<file path="src/rtl/parking_gate_ctrl.sv">
// -----------------------------------------------------------------------------
// parking_gate_ctrl
// Lane controller for the car park entry and exit barriers. It debounces the
// loop (presence) and pass (post-barrier) sensors of each lane and runs one
// state machine per lane. Entry is admitted only if the downstream counter
// reports space for the car's class. Each completed passage becomes exactly one
// single-cycle car_entered / car_exited pulse. When both lanes finish on the
// same cycle, the exit pulse goes first.
//
// Ports
//   clk                   system clock, rising edge
//   reset                 synchronous active-low reset
//   ent_loop / ext_loop   raw presence sensors
//   ent_pass / ext_pass   raw post-barrier sensors
//   *_tag_valid/*_tag_uni card-reader strobe and class (1 = university car)
//   uni_is_vacated_space  university space available (sampled on entry tag)
//   is_vacated_space      free space available (sampled on entry tag)
//   car_entered/exited    single-cycle passage events
//   is_uni_car_*          class of the event, 0 when no event
//   *_barrier_open        barrier drive, 1 = open
//   ent_reject            level, entry refused for lack of space
//   *_timeout             single-cycle pulse, barrier closed without passage
// -----------------------------------------------------------------------------
module parking_gate_ctrl #(
   parameter int DEBOUNCE_CYCLES = 4,
   parameter int OPEN_CYCLES     = 16
) (
   input  logic clk,
   input  logic reset,
   input  logic ent_loop,
   input  logic ent_pass,
   input  logic ent_tag_valid,
   input  logic ent_tag_uni,
   input  logic ext_loop,
   input  logic ext_pass,
   input  logic ext_tag_valid,
   input  logic ext_tag_uni,
   input  logic uni_is_vacated_space,
   input  logic is_vacated_space,
   output logic car_entered,
   output logic is_uni_car_entered,
   output logic car_exited,
   output logic is_uni_car_exited,
   output logic ent_barrier_open,
   output logic ext_barrier_open,
   output logic ent_reject,
   output logic ent_timeout,
   output logic ext_timeout
);

   localparam int DW = $clog2(DEBOUNCE_CYCLES + 1);
   localparam int TW = $clog2(OPEN_CYCLES + 1);

   typedef enum logic [2:0] {IDLE, WAIT_TAG, OPEN, CLOSE, REJECT} state_t;

   // ---------------- sensor debouncers ----------------
   // bit order: 0 ent_loop, 1 ent_pass, 2 ext_loop, 3 ext_pass
   logic [3:0] raw;
   logic [3:0] filt;
   logic [3:0] rise;   // one cycle after the filtered value flips to 1

   assign raw = {ext_pass, ext_loop, ent_pass, ent_loop};

   genvar gi;
   generate
      for (gi = 0; gi < 4; gi++) begin : g_deb
         logic [DW-1:0] cnt_reg;
         logic          filt_reg;
         logic          rise_reg;

         always_ff @(posedge clk) begin
            if (!reset) begin
               cnt_reg  <= '0;
               filt_reg <= 1'b0;
               rise_reg <= 1'b0;
            end else begin
               rise_reg <= 1'b0;
               if (raw[gi] == filt_reg) begin
                  cnt_reg <= '0;
               end else if (cnt_reg == DW'(DEBOUNCE_CYCLES - 1)) begin
                  // this edge is the DEBOUNCE_CYCLES-th differing sample
                  cnt_reg  <= '0;
                  filt_reg <= raw[gi];
                  rise_reg <= raw[gi];
               end else begin
                  cnt_reg <= cnt_reg + 1'b1;
               end
            end
         end

         assign filt[gi] = filt_reg;
         assign rise[gi] = rise_reg;
      end
   endgenerate

   // ---------------- entry lane ----------------
   state_t        ent_state_reg, ent_state_next;
   logic [TW-1:0] ent_timer_reg;
   logic          ent_uni_reg;
   logic          ent_space_ok, ent_expire, ent_done;

   assign ent_space_ok = ent_tag_uni ? uni_is_vacated_space : is_vacated_space;
   assign ent_expire   = (ent_timer_reg == TW'(OPEN_CYCLES - 1));
   // a pass in the expiry cycle still counts as a passage
   assign ent_done     = (ent_state_reg == OPEN) && rise[1];

   always_ff @(posedge clk) begin
      if (!reset) ent_state_reg <= IDLE;
      else        ent_state_reg <= ent_state_next;
   end

   always_comb begin
      ent_state_next = ent_state_reg;
      case (ent_state_reg)
         IDLE:     if (filt[0]) ent_state_next = WAIT_TAG;
         WAIT_TAG: begin
            if (ent_tag_valid) ent_state_next = ent_space_ok ? OPEN : REJECT;
            else if (!filt[0]) ent_state_next = IDLE;
         end
         OPEN:     if (rise[1] || ent_expire) ent_state_next = CLOSE;
         CLOSE:    if (!filt[0] && !filt[1]) ent_state_next = IDLE;
         REJECT:   if (!filt[0]) ent_state_next = IDLE;
         default:  ent_state_next = IDLE;
      endcase
   end

   always_comb begin
      ent_barrier_open = (ent_state_reg == OPEN);
      ent_reject       = (ent_state_reg == REJECT);
   end

   // ---------------- exit lane ----------------
   state_t        ext_state_reg, ext_state_next;
   logic [TW-1:0] ext_timer_reg;
   logic          ext_uni_reg;
   logic          ext_expire, ext_done;

   assign ext_expire = (ext_timer_reg == TW'(OPEN_CYCLES - 1));
   assign ext_done   = (ext_state_reg == OPEN) && rise[3];

   always_ff @(posedge clk) begin
      if (!reset) ext_state_reg <= IDLE;
      else        ext_state_reg <= ext_state_next;
   end

   always_comb begin
      ext_state_next = ext_state_reg;
      case (ext_state_reg)
         IDLE:     if (filt[2]) ext_state_next = WAIT_TAG;
         WAIT_TAG: begin
            if (ext_tag_valid) ext_state_next = OPEN;
            else if (!filt[2]) ext_state_next = IDLE;
         end
         OPEN:     if (rise[3] || ext_expire) ext_state_next = CLOSE;
         CLOSE:    if (!filt[2] && !filt[3]) ext_state_next = IDLE;
         default:  ext_state_next = IDLE;
      endcase
   end

   always_comb begin
      ext_barrier_open = (ext_state_reg == OPEN);
   end

   // ---------------- timers, class latches, timeout pulses ----------------
   logic ent_timeout_reg, ext_timeout_reg;

   always_ff @(posedge clk) begin
      if (!reset) begin
         ent_timer_reg   <= '0;
         ext_timer_reg   <= '0;
         ent_uni_reg     <= 1'b0;
         ext_uni_reg     <= 1'b0;
         ent_timeout_reg <= 1'b0;
         ext_timeout_reg <= 1'b0;
      end else begin
         if (ent_state_reg == WAIT_TAG && ent_tag_valid) begin
            ent_timer_reg <= '0;
            ent_uni_reg   <= ent_tag_uni;
         end else if (ent_state_reg == OPEN) begin
            ent_timer_reg <= ent_timer_reg + 1'b1;
         end
         if (ext_state_reg == WAIT_TAG && ext_tag_valid) begin
            ext_timer_reg <= '0;
            ext_uni_reg   <= ext_tag_uni;
         end else if (ext_state_reg == OPEN) begin
            ext_timer_reg <= ext_timer_reg + 1'b1;
         end
         ent_timeout_reg <= (ent_state_reg == OPEN) && ent_expire && !rise[1];
         ext_timeout_reg <= (ext_state_reg == OPEN) && ext_expire && !rise[3];
      end
   end

   assign ent_timeout = ent_timeout_reg;
   assign ext_timeout = ext_timeout_reg;

   // ---------------- event arbiter ----------------
   // Exit wins a collision so the freed space is counted first; the losing
   // entry is parked for exactly one cycle. The class latch stays stable while
   // pending because a new entry tag needs the lane to pass through IDLE first.
   logic ent_pend_reg;
   logic ent_req, ext_req;
   logic car_entered_reg, uni_entered_reg, car_exited_reg, uni_exited_reg;

   assign ent_req = ent_pend_reg | ent_done;
   assign ext_req = ext_done;

   always_ff @(posedge clk) begin
      if (!reset) begin
         ent_pend_reg    <= 1'b0;
         car_entered_reg <= 1'b0;
         uni_entered_reg <= 1'b0;
         car_exited_reg  <= 1'b0;
         uni_exited_reg  <= 1'b0;
      end else begin
         car_exited_reg  <= ext_req;
         uni_exited_reg  <= ext_req & ext_uni_reg;
         car_entered_reg <= ent_req & ~ext_req;
         uni_entered_reg <= ent_req & ~ext_req & ent_uni_reg;
         ent_pend_reg    <= ent_req & ext_req;
      end
   end

   assign car_entered        = car_entered_reg;
   assign is_uni_car_entered = uni_entered_reg;
   assign car_exited         = car_exited_reg;
   assign is_uni_car_exited  = uni_exited_reg;

endmodule

</file>
<file path="config.mk">
export PLATFORM = sky130hd
export DESIGN_NAME = parking_gate_ctrl
export DESIGN_NICKNAME = d
export VERILOG_FILES = /design/src/rtl/parking_gate_ctrl.sv
export SDC_FILE = /design/constraint.sdc
export NUM_CORES = 1
export LEC_CHECK = 0
export BUFFER_PORTS_ARGS = -buffer_cell sky130_fd_sc_hd__clkbuf_2
export CAP_MARGIN = 20
export CORE_UTILIZATION = 30
export CTS_CLUSTER_DIAMETER = 40
export DETAILED_ROUTE_END_ITERATION = 10
export PLACE_DENSITY = 0.59
export SKIP_LAST_GASP = 1
export SYNTH_ARGS = -nofsm -noshare
export SYNTH_HDL_FRONTEND = slang
export SYNTH_SLANG_ARGS = --single-unit
</file>
<file path="constraint.sdc">
create_clock -name clk -period 2.1 [get_ports clk]
set_clock_uncertainty 0.15 [all_clocks]
set_input_delay 0.105 -clock clk [delete_from_list [all_inputs] [get_ports clk]]
set_output_delay 0.105 -clock clk [all_outputs]
set_load 0.02 [all_outputs]
</file>
Word level (Yosys, flattened, before mapping)
Index checks and enable logic that the tools add are counted.
- bitwise logic cells: 13
- reductions and logical operators: 34
- add/sub/neg operators: 6
- equality and inequality tests: 24
- mux-type cells: 14
- operators by type and width (kind ; count):
    $mux 3 ; 11
    $eq 3x2->1 const B ; 8
    $reduce_or 3->1 ; 6
    $pmux 3 s5 ; 1
    $add 3x1->3 const B ; 4
    $pmux 3 s4 ; 1
    $add 5x1->5 const B ; 2
    $eq 5x4->1 const B ; 2
    $logic_and 1x1->1 ; 10
    $ne 2x2->1 const B ; 4
    $not 1->1 ; 8
    $reduce_and 2->1 ; 4
    $eq 3x1->1 const B ; 2
    $logic_not 1->1 ; 6
    $logic_not 3->1 ; 2
    $and 1x1->1 ; 4
    $eq 1x1->1 ; 4
    $ne 2x1->1 const B ; 2
    $reduce_and 4->1 ; 1
    $reduce_or 2->1 ; 2
    $eq 3x3->1 const B ; 1
    $ne 3x3->1 const B ; 1
    $reduce_and 3->1 ; 1
    $logic_or 1x1->1 ; 2
    other kinds (2) ; 2
- bits in registers: 43
- output and inout port bits: 9

Logic depth before layout (Yosys ltp)
- word-level depth: 5
- gate-level depth with buffers: 5

Least setup slack after synthesis
OpenSTA, ideal clock, no wires.
- kind: register -> register
- start point: reg ent_state_reg[1]
- end point: reg uni_entered_reg (netlist: is_uni_car_entered)
- stages on the path, launching flop included: 6
- required time: 1.847 ns
- period minus slack after synthesis: 1.599 ns
- arrival time: 1.345 ns
- setup slack: 0.501 ns
- cells stage by stage: dfxtp_1 or3b_1 buf_6 inv_6 a21oi_2 a2111oi_2
- cells in the longest elaborated chain, start to end: 5
- RTL lines (what ; RTL line ; text):
    start, declared ; 97 ; state_t ent_state_reg, ent_state_next;
    start signal, assigned ; 109 ; else ent_state_reg <= ent_state_next;
    $eq 3x2->1 ; -- ;
    net ent_barrier_open ; 44 ; output logic ent_barrier_open,
    $logic_and 1x1->1 ; 105 ; assign ent_done = (ent_state_reg == OPEN) && rise[1];
    $or 1x1->1 ; 204 ; assign ent_req = ent_pend_reg | ent_done;
    $and 1x1->1 (2 in a row) ; 218 ; uni_entered_reg <= ent_req & ~ext_req & ent_uni_reg;
    end signal, assigned ; 218 ;
    end, declared ; 202 ; logic car_entered_reg, uni_entered_reg, car_exited_reg, uni_exited_reg;
The timed path passes the listed nets, and every way through them passes these cells.
A chain may end at the register's enable or synchronous reset.

Worst setup path after layout
- start point: reg ent_state_reg[1]
- end point: out ent_barrier_open
- cells in the longest elaborated chain, start to end: 1
- RTL lines (what ; RTL line ; text):
    $eq 3x2->1 ; 128 ; ent_barrier_open = (ent_state_reg == OPEN);
    end, declared ; 44 ;
Every way passes these cells.

==> flow_summary.toml <==
[status]
status = "completed"

[sta]
setup_ws_ns = 0.2951
period_minus_slack_ns = 1.805
rsz0062_at_grt = "false"
setup_tns_ns = 0
slew_headroom = 0.7041
tightest_slew_ns = 0.4433
report.final.slew_viol_count = 0
fin_crit_sh = 0.8595
setup_viol = 0
hold_viol = 0
hold_ws_ns = 0.02731
max_freq_mhz = 554.0

[critical_path]
crit_family = "simple AND/OR/NAND/NOR gates"
crit_required_ns = 1.85
crit_type = "reg -> out"
cp_cell_sequence = "or3b_1, inv_6, clkbuf_2"
cp.arrival_ns = 1.55
crit_path_start_kind = "register"
path_max_fanout = 8
endpoint_kind = "output pin"
worst-path-buf-inv = 2
slowest_stage = "or3b_1"
crit_path_max_incr_delay_ns = 0.52

[place]
dp_hpwl_um = 2258
io_buffer_count = 20
place_congestion = 0.7507
placed_area_um2 = 1942
place_ws_ns = 0.3745

[run]
cap_violations = 0

[synthesis]
avgSynthCellArea_um2 = 9.645
async_flop_share = 0
synthCells = 182
ys_ff_latch = 42
synth-main-ff-cell = "dfxtp_1"
yosys_warnings = 0
netlist_area_um2 = 1755
synth_edf_count = 0
synth_cell_types = 36
ys_seq_area_frac = 0.4790
synth_nets = 206

[hold_path]
hp-class = "in -> reg"

[route]
via_per_inst = 4.611
ant_nets = 0
drt_iter0_markers = 45
drt-pass1-iter-count = 4
drcViolationCount = 0
wl_per_cell_um = 10.72
num_vias = 1328
wirelength_um = 3087

[clocking]
cts_sinks = 42
cts-root-buf = "clkbuf_8"
ctsHoldBuffers = 8
cts-htree-levels = 2
clock_latency_ns = 0.29
numCtsBuffers = 5
cts_tree = "yes"
post_cts_buffers = 0
clkTransAtPathRegs_ns = 0.08
clock_path_buffers = 2
cts_resized = 0

[cells_and_area]
syn2layout_area_growth_pct = 20.60
n_antenna_cell = 0
layout_commonest_cell = "dfxtp_1"
drive_above_1_share = 0.1806
largest_reg_flops = 12
nets = 239
final_area_um2 = 2117
fill_cells = 568
layout_common_cells = "dfxtp_1 (42), nor2_1 (23), clkbuf_2 (20)"

[global_routing]
grt_pass1_vias = 1216
grt_max_degree = 15
antenna_found_initial = 0
grt.total_usage = 0.1165
overflow = 0
grt_pass1_wl_um = 5554

[pwr]
ir_worst_vdd_mv = 0.3169
power_leakage_nw = 0.8493
cellPowerDensity_nw_per_um2 = 669.7
power_mw = 1.418

[floorplan]
core_area_um2 = 5574
rows = 27
start_util = 0.3149
die_h_um = 78.50
pin_count = 21
die_width_um = 78.50
die_area_um2 = 6161
## worst paths after layout
check / start / end / slack, ns / cells after the start
min reg2reg: g_deb[3].cnt_reg[0]$_SDFF_PP0_ / g_deb[3].cnt_reg[0]$_SDFF_PP0_ / 0.28 / 1
max: ent_state_reg[1]$_SDFFE_PN0P_ / ent_barrier_open / 0.30 / 3
max reg2reg: ent_state_reg[1]$_SDFFE_PN0P_ / is_uni_car_entered$_SDFF_PN0_ / 0.36 / 4
min: is_vacated_space / ent_state_reg[2]$_SDFFE_PN0P_ / 0.03 / 4
## worst register-to-register path, delay by kind of cell, from the launching register on
family	cells	cell delay (ns)
buffers and inverters	1	0.13
AND/OR/NAND/NOR	1	0.53
AO/OA/AOI/OAI	2	0.41
flip-flops	1	0.43
## final cells by class
| cell class | count | area (um2) | share of cell area |
|---|---|---|---|
| clock buffer | 6 | 82.58 | 0.03901 |
| clock inverter | 2 | 12.51 | 0.005910 |
| inverter | 15 | 61.31 | 0.02896 |
| multi-input combinational | 120 | 827.0 | 0.3907 |
| sequential | 42 | 840.8 | 0.3972 |
| tap | 72 | 90.09 | 0.04255 |
| timing repair buffer | 31 | 202.7 | 0.09574 |
## routing by layer
layer	vias to the layer above	global-route usage	wire length, um
met3	7	0.03488	186
met5	-	0	0
li1	694	-	-
met1	599	0.1459	1465
met2	28	0.1842	1382
met4	0	0.05000	53
## Yosys cell counts (all sizes together) (5+ instances only)
cell   number  share of area
or3         6          0.024
dfxtp      42           0.48
xnor2       5          0.025
mux2i       7          0.040
nand2       8          0.017
inv        15          0.035
nor2       23          0.049
o21ai       8          0.023
a21oi      15          0.047
ha         12          0.086
## kinds of logic after synthesis
kind of cell,Yosys count,synth area share
and+or+nand+nor,63,0.2003
adders and majority gates,12,0.08553
buffers and inverters,20,0.04989
xor gates and xnor gates,6,0.02994
DFF,42,0.4790
muxes,7,0.03992
AOI/OAI and AO/OA,32,0.1155
## stage by stage
stage / util / std cells
after floorplan: - / 182
after global placement: 0.3484 / 272
after detailed placement: 0.3484 / 272
after CTS: 0.3798 / 288
after global routing: 0.3798 / 288
final: 0.3798 / 288
## power breakdown
part           switching (mW)  internal, mW
Clock                   0.277         0.264
Sequential            0.00517         0.805
Combinational          0.0328        0.0330
(Power assumes the default switching activity.)
